`src/rtl/m_sram16_wbctrl_pkg.sv`:
```
// Shared definitions for the 16-bit SRAM Wishbone controller: FSM states,
// half-word select constants and the first-phase decode.
package m_sram16_wbctrl_pkg;

  typedef enum logic [4:0] {
    S_IDLE = 5'b00001,
    S_LO   = 5'b00010,
    S_TURN = 5'b00100,
    S_HI   = 5'b01000,
    S_ACK  = 5'b10000
  } state_t;

  localparam logic HALF_LO = 1'b0;
  localparam logic HALF_HI = 1'b1;

  localparam int unsigned CNT_W          = 3;
  localparam int unsigned MAX_WAITSTATES = 7;

  // Low half first when any low lane is selected; SEL==0 goes straight to ACK.
  function automatic state_t first_state(input logic [3:0] sel);
    if (|sel[1:0])      return S_LO;
    else if (|sel[3:2]) return S_HI;
    else                return S_ACK;
  endfunction

endpackage

```
`src/rtl/m_sram16_phasecnt.sv`:
```
// Wait-state counter for one half-word phase: counts 0..WAITSTATES while run
// is high and flags the terminal cycle.
module m_sram16_phasecnt
  import m_sram16_wbctrl_pkg::*;
#(
  parameter int unsigned WAITSTATES = 1
) (
  input  logic clk,
  input  logic rst,
  input  logic run,
  output logic tc
);

  localparam logic [CNT_W-1:0] TC_VAL = CNT_W'(WAITSTATES);

  logic [CNT_W-1:0] cnt;

  generate
    if (WAITSTATES > MAX_WAITSTATES) begin : g_bad_waitstates
      $error("m_sram16_phasecnt: WAITSTATES must be 0..7");
    end
  endgenerate

  always_ff @(posedge clk) begin
    if (rst)               cnt <= '0;
    else if (run && !tc)   cnt <= cnt + 1'b1;
    else                   cnt <= '0;
  end

  assign tc = (cnt == TC_VAL);

endmodule

```
`src/rtl/m_sram16_wbctrl.sv`:
```
// Wishbone-classic slave mapping 32-bit accesses onto a 16-bit async SRAM in
// two half-word phases with programmable wait states; all strobes are flops.
module m_sram16_wbctrl
  import m_sram16_wbctrl_pkg::*;
#(
  parameter int unsigned SRAMADRWIDTH = 16,
  parameter int unsigned WAITSTATES   = 1
) (
  input  logic                    CLK_I,
  input  logic                    RST_I,
  input  logic                    CYC_I,
  input  logic                    STB_I,
  input  logic                    WE_I,
  input  logic [3:0]              SEL_I,
  input  logic [SRAMADRWIDTH:0]   ADR_I,
  input  logic [31:0]             DAT_I,
  output logic [31:0]             DAT_O,
  output logic                    ACK_O,
  output logic [SRAMADRWIDTH-1:0] SRAM_ADR,
  output logic [15:0]             SRAM_DAT_O,
  output logic                    SRAM_DAT_OE,
  input  logic [15:0]             SRAM_DAT_I,
  output logic                    SRAM_CSn,
  output logic                    SRAM_OEn,
  output logic                    SRAM_WEn,
  output logic                    SRAM_LBn,
  output logic                    SRAM_UBn
);

  state_t      state, state_nxt;
  logic        tc, run;
  logic [3:0]  sel_q;
  logic        we_q;
  logic [15:0] dat_hi_q;

  logic        accept;
  logic [3:0]  sel_eff;
  logic        we_eff;
  logic        in_lo, in_hi, in_phase;
  logic        cs_n_nxt, oe_n_nxt, we_n_nxt, lb_n_nxt, ub_n_nxt, dat_oe_nxt, ack_nxt;
  logic        capture_lo, capture_hi;

  logic unused_adr_lsbs;
  assign unused_adr_lsbs = &{1'b0, ADR_I[1:0]};

  assign run = ((state == S_LO) || (state == S_HI)) && CYC_I;

  m_sram16_phasecnt #(
    .WAITSTATES(WAITSTATES)
  ) u_phasecnt (
    .clk(CLK_I),
    .rst(RST_I),
    .run(run),
    .tc (tc)
  );

  always_ff @(posedge CLK_I) begin
    if (RST_I) state <= S_IDLE;
    else       state <= state_nxt;
  end

  always_comb begin
    state_nxt = state;
    unique case (state)
      S_IDLE: if (CYC_I && STB_I) state_nxt = first_state(SEL_I);
      S_LO: begin
        if (!CYC_I)  state_nxt = S_IDLE;
        else if (tc) state_nxt = (|sel_q[3:2]) ? S_TURN : S_ACK;
      end
      S_TURN: state_nxt = CYC_I ? S_HI : S_IDLE;
      S_HI: begin
        if (!CYC_I)  state_nxt = S_IDLE;
        else if (tc) state_nxt = S_ACK;
      end
      S_ACK:   state_nxt = S_IDLE;
      default: state_nxt = S_IDLE;
    endcase
  end

  // Strobes are decoded from the next state so they leave flops aligned with state.
  always_comb begin
    accept     = (state == S_IDLE) && CYC_I && STB_I;
    sel_eff    = accept ? SEL_I : sel_q;
    we_eff     = accept ? WE_I : we_q;
    in_lo      = (state_nxt == S_LO);
    in_hi      = (state_nxt == S_HI);
    in_phase   = in_lo || in_hi;
    cs_n_nxt   = !in_phase;
    oe_n_nxt   = !(in_phase && !we_eff);
    we_n_nxt   = !(in_phase && we_eff);
    dat_oe_nxt = in_phase && we_eff;
    lb_n_nxt   = 1'b1;
    ub_n_nxt   = 1'b1;
    if (in_lo) begin
      lb_n_nxt = !sel_eff[0];
      ub_n_nxt = !sel_eff[1];
    end else if (in_hi) begin
      lb_n_nxt = !sel_eff[2];
      ub_n_nxt = !sel_eff[3];
    end
    ack_nxt    = (state_nxt == S_ACK);
    capture_lo = (state == S_LO) && tc && CYC_I && !we_q;
    capture_hi = (state == S_HI) && tc && CYC_I && !we_q;
  end

  always_ff @(posedge CLK_I) begin
    if (RST_I) begin
      ACK_O       <= 1'b0;
      DAT_O       <= '0;
      SRAM_ADR    <= '0;
      SRAM_DAT_O  <= '0;
      SRAM_DAT_OE <= 1'b0;
      SRAM_CSn    <= 1'b1;
      SRAM_OEn    <= 1'b1;
      SRAM_WEn    <= 1'b1;
      SRAM_LBn    <= 1'b1;
      SRAM_UBn    <= 1'b1;
      sel_q       <= '0;
      we_q        <= 1'b0;
      dat_hi_q    <= '0;
    end else begin
      ACK_O       <= ack_nxt;
      SRAM_DAT_OE <= dat_oe_nxt;
      SRAM_CSn    <= cs_n_nxt;
      SRAM_OEn    <= oe_n_nxt;
      SRAM_WEn    <= we_n_nxt;
      SRAM_LBn    <= lb_n_nxt;
      SRAM_UBn    <= ub_n_nxt;
      if (accept) begin
        sel_q    <= SEL_I;
        we_q     <= WE_I;
        dat_hi_q <= DAT_I[31:16];
        DAT_O    <= '0;
        if (state_nxt == S_LO) begin
          SRAM_ADR   <= {ADR_I[SRAMADRWIDTH:2], HALF_LO};
          SRAM_DAT_O <= DAT_I[15:0];
        end else if (state_nxt == S_HI) begin
          SRAM_ADR   <= {ADR_I[SRAMADRWIDTH:2], HALF_HI};
          SRAM_DAT_O <= DAT_I[31:16];
        end
      end
      if ((state == S_LO) && (state_nxt == S_TURN)) begin
        SRAM_ADR[0] <= HALF_HI;
        SRAM_DAT_O  <= dat_hi_q;
      end
      if (capture_lo) DAT_O[15:0]  <= SRAM_DAT_I;
      if (capture_hi) DAT_O[31:16] <= SRAM_DAT_I;
    end
  end

endmodule

```
`config.mk`:
```
export PLATFORM = sky130hd
export DESIGN_NAME = m_sram16_wbctrl
export DESIGN_NICKNAME = d
export VERILOG_FILES = /design/src/rtl/m_sram16_wbctrl_pkg.sv /design/src/rtl/m_sram16_phasecnt.sv /design/src/rtl/m_sram16_wbctrl.sv
export SDC_FILE = /design/constraint.sdc
export NUM_CORES = 1
export LEC_CHECK = 0
export CAP_MARGIN = 5
export CORE_UTILIZATION = 40
export DETAILED_ROUTE_END_ITERATION = 10
export GPL_ROUTABILITY_DRIVEN = 0
export GPL_TIMING_DRIVEN = 0
export PLACE_DENSITY = 0.82
export RECOVER_POWER = 100
export SYNTH_ARGS = -nofsm -noshare
export SYNTH_HDL_FRONTEND = slang
export SYNTH_SLANG_ARGS = --single-unit
```
`constraint.sdc`:
```
create_clock -name CLK_I -period 4.1 [get_ports CLK_I]
set_input_delay 0.82 -clock CLK_I [delete_from_list [all_inputs] [get_ports CLK_I]]
set_output_delay 0.82 -clock CLK_I [all_outputs]
set_load 0.02 [all_outputs]
```
==> results of run 1 <==
cell type report:
type                       instances  area, sq um
fill                             830         3682
sequential                       100         2002
multi-input combinational        281         1603
timing repair buffer             141         1411
tap                              111        138.9
buffer                            29        135.1
clock buffer                      10        127.6
clock inverter                     6        73.82
inverter                           6        22.52
how the worst max path moves through the flow:
stage / to / slack, ns / cells past startpoint
after floorplan: SRAM_DAT_O[10]$_SDFFE_PP0P_ / 1.45 / 7
after global placement: SRAM_DAT_O[8]$_SDFFE_PP0P_ / 0.67 / 6
after detailed placement: SRAM_DAT_O[10]$_SDFFE_PP0P_ / 0.60 / 8
after CTS: SRAM_DAT_O[10]$_SDFFE_PP0P_ / 0.95 / 8
after global routing: SRAM_DAT_O[10]$_SDFFE_PP0P_ / 0.55 / 8
final: SRAM_DAT_O[10]$_SDFFE_PP0P_ / 0.64 / 8
where the power goes:
part	total (mW)	switching (mW)	internal (mW)
clock network	0.634	0.345	0.289
registers	1.00	0.0103	0.991
logic	0.192	0.0921	0.0999
flip-flops by register name, summed over array words and instances, names as in the netlist, 3 cells and up:
| signal | cells |
|---|---|
| SRAM_ADR | 16 |
| DAT_O | 32 |
| state | 5 |
| dat_hi_q | 16 |
| u_phasecnt.cnt | 3 |
| SRAM_DAT_O | 16 |
| sel_q | 4 |
per-layer routing:
| layer | share of wire, % | vias up |
|---|---|---|
| li1 | - | 1762 |
| met1 | 42 | 1653 |
| met2 | 50 | 122 |
| met3 | 7.4 | 6 |
| met4 | 0.75 | 0 |
| met5 | 0 | - |
per-stage QoR:
stage | area (sq um) | cells
after floorplan | 3797 | 416
after global placement | 5348 | 668
after detailed placement | 5348 | 668
after CTS | 5549 | 684
after global routing | 5514 | 684
final | 5514 | 684
logic make-up (layout without fill, tap and decap cells):
| group | count (synthesis) | after routing | synth area share, % |
|---|---|---|---|
| AOI/OAI and AO/OA | 98 | 98 | 17.56 |
| muxes | 18 | 18 | 4.745 |
| DFF | 100 | 100 | 52.72 |
| buffers and inverters | 35 | 192 | 4.415 |
| and+or+nand+nor | 162 | 162 | 19.67 |
| xor gates and xnor gates | 1 | 1 | 0.2307 |
| adders and majority gates | 2 | 2 | 0.6589 |
Yosys cell counts (all sizes together) (2+ instances only):
library cell  count
nor2             32
inv               6
mux2i            18
nor2b             4
dfxtp           100
nor3              7
ha                2
a21oi            55
a22o             16
nand2b            3
nand3            34
nand2            73
o21ai             6
clkbuf           16
or3               4
buf              13
a221o            16
worst max-delay path: cells and delay by family:
kind,cells,cell delay (ns)
and+or+nand+nor,4,1.87
AOI/OAI and AO/OA,2,0.26
buffers and inverters,2,0.81
==> summary.txt, run 1 <==
Timing
  • Tcrit/Tclk final: 84.50%
  • Slew Limit Fails: 0
  • Tmin final: 3.465 ns
  • Setup TNS: 0 ns
  • Fin Hold WS: 0.4623 ns
  • Slew HR: 35.49%
  • Final Skew: 0.01345 ns
  • Endpoints failing hold: 0
  • Peak Freq: 0.2886 GHz
  • RSZ-0062 raised after global routing: no
  • Final setup margin: 0.6353 ns
  • # setup viols final: 0
  • Worst Max-Slew Pin Slew: 0.9602 ns

Synth
  • Asr flop ratio synth: 0%
  • Sequential-to-total area share from yosys stat: 52.72%
  • Synth Area per Inst: 9.128 sq um
  • Synth cell types: 37
  • Synthesized cell area: 3797 sq um
  • Syn nets: 492
  • Synth top area share: 52.72%
  • Cell taking the most area after synthesis: dfxtp_1
  • Post-synth EDFFs: 0
  • Main area contributors after synthesis: dfxtp_1, nand2_1, a21oi_1
  • Post-Synthesis Cells: 416
  • Seq cells post-synth: 100
  • Top FF cell, synth: dfxtp_1
  • Synthesis Warnings: 0

Drt
  • Drt pass-1 iters: 4
  • Mean routed wirelength per cell: 15.43 microns
  • Via count: 3543
  • DRT iter0 DRCs: 178
  • Routed WL: 10550 microns
  • Routed Antenna Nets: 0
  • DRC violations left: 0
  • Via-to-Cell Ratio: 5.180

Global route
  • Busiest grt layer: met2
  • Global routing usage on met1: 25.99%
  • Initial antenna violation count: 0
  • Total congestion overflow: 0
  • Global Route Usage Sum: 21.08%
  • Met2 Resource Use GR: 36.86%
  • Largest net degree at the start of global routing: 18
  • Vias in the first global route: 3363
  • First-pass GRT wire length: 16460 microns
  • Met3 Use GR: 4.498%

Worst setup path
  • RR Startpoint: state[2]$_SDFF_PP0_
  • Worst Setup SP: CYC_I
  • Slowest library cell on the worst path: nor2_1
  • Crit path max fanout: 10
  • Reg2reg end: SRAM_ADR[14]$_SDFFE_PP0P_
  • Largest incremental delay on the critical path: 0.58 ns
  • CP Launch Type: input pin
  • Most Frequent Cell on Critical Path: or3_1
  • Worst Path Required: 4.39 ns
  • CP Capture Type: flop
  • R2R cell count: 8
  • Crit path arrival time: 3.76 ns
  • CP cell instances: dlygate4sd3_1, or3b_1, or3_1, or3_1, nor2_1, buf_6, a22o_1, a221o_1
  • Crit Path Category: in -> reg
  • R2R Setup Slk: 1.27 ns

CTS
  • Clk sinks: 100
  • Longest Clk Path Bufs: 2
  • TritonCTS clock tree: done
  • Worst-skew pair later-pin latency: 0.35 ns
  • PostCTS Resize Cnt: 0
  • Post-CTS Setup Bufs: 0
  • Post-CTS Hold Buffers: 0
  • Clock Pin Slew Worst Setup and Hold Paths: 0.09 ns
  • Cts bufs inserted: 9
  • Root Driver: clkbuf_8
  • Htree depth: 3

Pwr
  • Peak supply drop: 0.1820 mV
  • Power, Total: 1.827 mW
  • Power per standard cell area: 331.4 nW/um^2
  • Leakage power: 2.128 nW

Final layout
  • Most frequent cells in the layout: dfxtp_1, nand2_1, dlygate4sd3_1, clkdlybuf4s50_1, a21oi_1
  • Diodes inserted: 0
  • Layout cells sized above 1: 4.188%
  • Commonest non-fill, non-tap cell in the layout: dfxtp_1
  • Util after Layout: 59.96%
  • Fin nets: 644
  • Area Overhead vs Synth: 45.21%

Placed design
  • Buffers added on ports: 141
  • HPWL Detailed: 7960 microns
  • Pre-CTS setup slack: 0.6044 ns

Die
  • FP Rows: 35
  • Initial Utilization: 41.29%
  • Die ar.: 9887 sq um
  • Core ar.: 9196 sq um
  • Chip Height: 99.44 microns
  • Ports: 145
  • Chip width: 99.44 microns

Min path
  • Hold Path Sink: u_phasecnt.cnt[0]$_SDFF_PP0_
  • Hold WC Path Type: reg -> reg
  • Min-Delay Path Depth: 1
  • Hold path startpoint: u_phasecnt.cnt[0]$_SDFF_PP0_

Outcome
  • Status: complete, no violations

Run
  • Max-Cap Viols: 0
Power figures use the tool's default switching activity.
==> inputs of run 2 (changes only) <==
clock period = 3.33 ns   (was 4.1 ns; I/O delays follow)
==> summary.txt, run 2 (synthesis gave the netlist of run 1 again) <==
Drt
  • Mean routed wirelength per cell: 15.49 microns (was 15.43 microns)
  • Via count: 3555 (was 3543)
  • DRT iter0 DRCs: 162 (was 178)
  • Drt pass-1 iters: 4 (unchanged)
  • DRC violations left: 0 (unchanged)
  • Via-to-Cell Ratio: 5.197 (was 5.180)
  • Routed Antenna Nets: 0 (unchanged)
  • Routed WL: 10590 microns (was 10550 microns)

Final layout
  • FILL cells: 828 (was 830)
  • Max reg flops: 32 (unchanged)
  • Area Overhead vs Synth: 45.77% (was 45.21%)
  • Most frequent cells in the layout: dfxtp_1, nand2_1, dlygate4sd3_1, clkdlybuf4s50_1, a21oi_1 (unchanged)
  • Layout cells sized above 1: 5.236% (was 4.188%)
  • Diodes inserted: 0 (unchanged)
  • Fin nets: 644 (unchanged)
  • Commonest non-fill, non-tap cell in the layout: dfxtp_1 (unchanged)
  • Most flops, register: DAT_O (unchanged)

Pwr
  • Power per standard cell area: 407.0 nW/um^2 (was 331.4 nW/um^2)
  • Peak supply drop: 0.2240 mV (was 0.1820 mV)
  • Leakage power: 2.142 nW (was 2.128 nW)
  • Power, Total: 2.253 mW (was 1.827 mW)

Die
  • Die ar.: 9887 sq um (unchanged)
  • Initial Utilization: 41.29% (unchanged)
  • Chip Height: 99.44 microns (unchanged)
  • Core ar.: 9196 sq um (unchanged)
  • Chip width: 99.44 microns (unchanged)
  • Ports: 145 (unchanged)
  • FP Rows: 35 (unchanged)

Timing
  • Final Skew: 0.01536 ns (was 0.01345 ns)
  • Peak Freq: 0.3211 GHz
  • Slew HR: 36.23% (was 35.49%)
  • Endpoints failing hold: 0 (unchanged)
  • Slew Limit Fails: 0 (unchanged)
  • # setup viols final: 0 (unchanged)
  • Worst Max-Slew Pin Slew: 0.9493 ns (was 0.9602 ns)
  • Tcrit/Tclk final: 93.51%
  • RSZ-0062 raised after global routing: no (unchanged)
  • Tmin final: 3.114 ns
  • Final setup margin: 0.2162 ns (was 0.6353 ns)

CTS
  • Post-CTS Setup Bufs: 0 (unchanged)
  • Htree depth: 3 (unchanged)
  • Post-CTS Hold Buffers: 0 (unchanged)
  • Clock Pin Slew Worst Setup and Hold Paths: 0.09 ns (about the same)
  • Cts bufs inserted: 9 (unchanged)
  • Clk sinks: 100 (unchanged)
  • Root Driver: clkbuf_8 (unchanged)
  • TritonCTS clock tree: done (unchanged)
  • Longest Clk Path Bufs: 2 (unchanged)
  • Worst-skew pair later-pin latency: 0.36 ns (was 0.35 ns)
  • PostCTS Resize Cnt: 0 (unchanged)

Worst setup path
  • CP Launch Type: input pin (unchanged)
  • CP Capture Type: flop (unchanged)
  • Crit path arrival time: 3.35 ns (was 3.76 ns)
  • Crit path max fanout: 10 (unchanged)
  • Crit Path Category: in -> reg (unchanged)
  • Worst Path Required: 3.57 ns (was 4.39 ns)

Global route
  • Global Route Usage Sum: 21.08% (unchanged)
  • Largest net degree at the start of global routing: 18 (unchanged)
  • Total congestion overflow: 0 (unchanged)
  • First-pass GRT wire length: 16460 microns (unchanged)
  • Vias in the first global route: 3363 (unchanged)
  • Initial antenna violation count: 0 (unchanged)

Placed design
  • Buffers added on ports: 141 (unchanged)
  • Pre-CTS setup slack: -0.01160 ns (was 0.6044 ns)
  • HPWL Detailed: 7960 microns (unchanged)

Run
  • Max-Cap Viols: 0 (unchanged)

Min path
  • Hold WC Path Type: reg -> reg (unchanged)

Outcome
  • Status: complete, no violations (unchanged)
[run 2: cell types whose count changed in the layout (fill, tap and decap cells not counted), sizes merged]
cell    previous run  this run
buf                8         9
clkbuf            31        30
[run 2: report_power, final]
part           total (mW)  internal, mW  switching (mW)
Combinational       0.238         0.124           0.114
Clock               0.783         0.356           0.427
Sequential           1.23          1.22          0.0127
Total                2.25          1.70           0.553
[run 2: worst max-delay path, stage by stage]
cell           delay, ns
dlygate4sd3_1       0.57
or3b_1              0.42
nor3b_1             0.30
a2bb2oi_2           0.18
a21oi_2             0.58
nor3_4              0.16
buf_6               0.19
a221o_1             0.29
[run 2: layer usage]
layer  global-route usage (%)  vias up  share of wire, %
li1                         -     1761                 -
met1                    25.99     1672                43
met2                    36.86      115                50
met3                    4.498        7               6.1
met4                    6.448        0              0.75
met5                        0        -                 0
[run 2: area by class of cell]
cell class                      count  area, sq um  area share, %
Buffer                             29        145.1          2.622
Clock buffer                       10        127.6          2.306
Clock inverter                      6        73.82          1.334
Inverter                            6        22.52         0.4069
Multi-Input combinational cell    281         1614          29.16
Sequential cell                   100         2002          36.17
Tap cell                          111        138.9          2.509
Timing Repair Buffer              141         1411          25.50
[run 2: per-stage QoR]
step	area [sq um]	cells	utilization, %	hold WS, ns	setup TNS (ns)
detailed placement	5348	668	58.15	0.4467	-0.02920
floorplan	3797	416	-	0.4215	0
CTS	5549	684	60.34	0.4621	0
global route	5535	684	60.19	0.4774	0
global placement	5348	668	58.15	0.4325	0
finish	5535	684	60.19	0.4624	0
[run 2: path summary, 6_finish.rpt]
path | cells after the start | startpoint | endpoint | slack [ns]
min reg2reg | 1 | u_phasecnt.cnt[0]$_SDFF_PP0_ | u_phasecnt.cnt[0]$_SDFF_PP0_ | 0.46
min | 1 | u_phasecnt.cnt[0]$_SDFF_PP0_ | u_phasecnt.cnt[0]$_SDFF_PP0_ | 0.46
max reg2reg | 8 | state[2]$_SDFF_PP0_ | SRAM_DAT_O[10]$_SDFFE_PP0P_ | 0.61
max | 8 | CYC_I | SRAM_DAT_O[10]$_SDFFE_PP0P_ | 0.22
==> RTL change 1, RTL diff (settings of run 1) <==
Encoding of `state_t`: now binary (3 bits for 5 states).
--- a/src/rtl/m_sram16_wbctrl_pkg.sv
+++ b/src/rtl/m_sram16_wbctrl_pkg.sv
@@ -3,10 +3,10 @@
 package m_sram16_wbctrl_pkg;
 
-  typedef enum logic [4:0] {
-    S_IDLE = 5'b00001,
-    S_LO   = 5'b00010,
-    S_TURN = 5'b00100,
-    S_HI   = 5'b01000,
-    S_ACK  = 5'b10000
+  typedef enum logic [2:0] {
+    S_IDLE = 3'd0,
+    S_LO   = 3'd1,
+    S_TURN = 3'd2,
+    S_HI   = 3'd3,
+    S_ACK  = 3'd4
   } state_t;
 
Function: no difference found for any inputs over 10 cycles, from zero or initial values and one cycle with RST_I high; not proved beyond that.
==> RTL change 1 against run 1 <==
The run now ends with DRC left. Sequential power barely moved. Cell count increased by 2.2%. Via count is 0.65% higher. Fmax rose by 6.7%. Area after synthesis is 2.5% lower. Design area down 1.9%. Total power about the same. Sequential cell count is 2 lower. Hold slack got worse by 0.0048 ns. Setup slack better by 0.22 ns. Wire length is 3.7% lower. Critical endpoint is now SRAM_DAT_O[15]. Largest cell class unchanged.
==> RTL change 1: results <==
[outcome]
outcome = "complete, but fails checks"
violations = "DRC"

[drt]
drc = 8
drt_first_iter_violations = 145

[global_routing]
grt_util_met3_pct = 7.73
met2_usage_pct = 38.6
globalRouteTotalUtil_pct = 21.7
grt_use_met1_pct = 25.5
grt_pass1_wl_mm = 16.9

[cells_and_area]
multi_input_area_share_pct = 29.2
clkbuf_count = 11
multi_input_area_mm2 = 0.00158
seq_area_mm2 = 0.00196
nets = 662
drive_above_1_share_pct = 6.77

[synthesis]
synth_fa_ha_area_share_pct = 0.676
synthCells = 434
synth_compound_area_share_pct = 17.1
ys_top_cells_by_count = "dfxtp_1, nand2_1, nor2_1"
synthMuxAreaShare_pct = 1.35
ys_ff_latch = 98

[timing]
skew_ns = 0.0158

[critical_path]
critPathSlowestCell = "dlygate4sd3_1"
regToRegSetupSlack_ns = 1.51
max_stage_delay_ns = 0.66

[floorplan]
nWellTaps = 108

[placed_design]
hpwl_mm = 7.65

[power_and_ir_drop]
ir_drop_mv = 0.197
[RTL change 1: worst paths after layout]
check	to	start	cells past startpoint
setup / recovery	SRAM_DAT_O[15]	CYC_I	7
hold reg to reg	dat_hi_q[6]	dat_hi_q[6]	2
hold / removal	dat_hi_q[6]	dat_hi_q[6]	2
setup reg to reg	SRAM_DAT_O[15]	state[1]	7
[RTL change 1: where the power goes]
group	switching [W]	total [W]	internal (W)	leakage, nW
clock network	0.000335	0.000575	0.000240	0.0818
logic	0.000126	0.000252	0.000126	1.28
registers	0.0000159	0.00100	0.000985	0.797
total	0.000477	0.00183	0.00135	2.16
[RTL change 1: stage by stage]
step	setup slack (ns)	hold slack (ns)
2_1_floorplan	1.88	0.421
3_3_place_gp	1.07	0.432
3_5_place_dp	1.03	0.447
4_1_cts	1.39	0.459
5_1_grt	0.625	0.485
6_report	0.854	0.458
[RTL change 1: layer usage]
metal	part of all wire (%)	routed length (um)
met5	0	0
met4	0.70	71
met3	7.7	779
met2	49	4940
met1	43	4370
==> RTL change 2, RTL diff (config.mk and constraints of run 1) <==
Without the edit above. Change the parameter `SRAMADRWIDTH` from 16 to 20.
--- a/src/rtl/m_sram16_wbctrl.sv
+++ b/src/rtl/m_sram16_wbctrl.sv
@@ -4,5 +4,5 @@
   import m_sram16_wbctrl_pkg::*;
 #(
-  parameter int unsigned SRAMADRWIDTH = 16,
+  parameter int unsigned SRAMADRWIDTH = 20,
   parameter int unsigned WAITSTATES   = 1
 ) (
Interface: changed (resized ADR_I and SRAM_ADR); port bits go from 145 to 153. The function was not compared with the original's and may differ.
==> RTL change 2 against run 1 <==
Sequential power grew 4%. Total power up 8.8%. Setup slack worse by 0.087 ns. Sequential cell count increased by 4. Design area increased by 4.7%. Area after synthesis up 2.7%. Register-to-register slack worse by 0.05 ns. Die area is 2.6% higher. Wire length increased by 6.0%. Critical endpoint is now SRAM_DAT_O[12]. Largest power group unchanged.
==> RTL change 2: results <==
[outcome]
outcome = "finished, final reports clean"

[synthesis]
yosysSeqAreaShare_pct = 53.4
synth_compound_area_share_pct = 19.9
ys_top_cells_by_count = "nand2_1, dfxtp_1, a21oi_1"
async_reset_ff_share_pct = 0
synth_xor_area_share_pct = 0.225
synthCells = 452
synthDistinctLibCells = 39
synthMuxAreaShare_pct = 0.770
synth_fa_ha_area_share_pct = 0.642
synth_area_leaders = "dfxtp_1, nand2_1, a21oi_1"

[global_routing]
grt_max_degree = 17
grt_antenna_before_repair = 0
met2_usage_pct = 37.6
grt_util_met3_pct = 7.35
grt_use_met1_pct = 26.8

[worst_hold_path]
holdCritPathClass = "flip-flop to flip-flop"

[cells_and_area]
fillers = 821
nets = 693
drive_above_1_share_pct = 3.24
final_cell_count_no_fill = 746

[clocking]
insertion_delay_ns = 0.38
post-cts-setup-buffers = 0
clockBufferDepth = 2

[placed_design]
hpwl_mm = 8.34
place_inst = 731

[drt]
dr_wl_met2_mm = 5.41
wl_per_cell_um = 15.0
vias = 3897
drt_first_iter_violations = 154
wl_met1_mm = 4.63
met3_length_um = 955

[power_and_ir_drop]
ir_drop_mv = 0.188
comb-power_w = 0.000201
swShare_pct = 22.7
seq-power_w = 0.00104

[timing]
worst_pin_slew_ns = 0.831
skew_ns = 0.0151

[critical_path]
critPathArrivalTime_ns = 3.87
## RTL change 2: cell types whose count changed after synthesis, moves of 3 or more
cell	run 1	this run
dfxtp_1	100	104
mux2i_1	18	3
nor2_1	31	18
a21oi_1	54	73
nand2_1	73	111
a22o_1	16	11
a32o_1	0	3
buf_1	6	3
clkbuf_1	16	26
## RTL change 2: per-stage QoR
step | instance area (um2) | setup WS [ns] | util, % | power, W
after floorplan | 3900 | 1.32 | - | 0.00115
after global placement | 5560 | 0.504 | 59.6 | 0.00127
after detailed placement | 5560 | 0.437 | 59.6 | 0.00127
after CTS | 5800 | 0.801 | 62.1 | 0.00201
after global routing | 5770 | 0.431 | 61.9 | 0.00206
final | 5770 | 0.548 | 61.9 | 0.00199
## RTL change 2: worst max-delay path, stage by stage
cell	delay (ns)
dlygate4sd3_1	0.59
or3b_1	0.42
or3_1	0.46
or3_1	0.44
nor2_1	0.50
buf_4	0.29
a222oi_1	0.11
a21bo_2	0.24
## RTL change 2: final timing paths
path                            depth (start not counted)        endpoint  slack, ns         start
worst min register to register                          2    SRAM_ADR[19]       0.46  SRAM_ADR[19]
worst max register to register                          7  SRAM_DAT_O[12]       1.22      state[0]
worst max-delay path                                    8  SRAM_DAT_O[12]       0.55         CYC_I
worst min-delay path                                    2    SRAM_ADR[19]       0.46  SRAM_ADR[19]
## RTL change 2: layout make-up
type / count / area share (%)
Buffer: 32 / 2.41
Clock buffer: 10 / 2.21
Clock inverter: 5 / 1.84
Inverter: 6 / 0.390
Multi-Input combinational cell: 310 / 28.3
Sequential cell: 104 / 36.1
Tap cell: 129 / 2.80
Timing Repair Buffer: 150 / 26.0
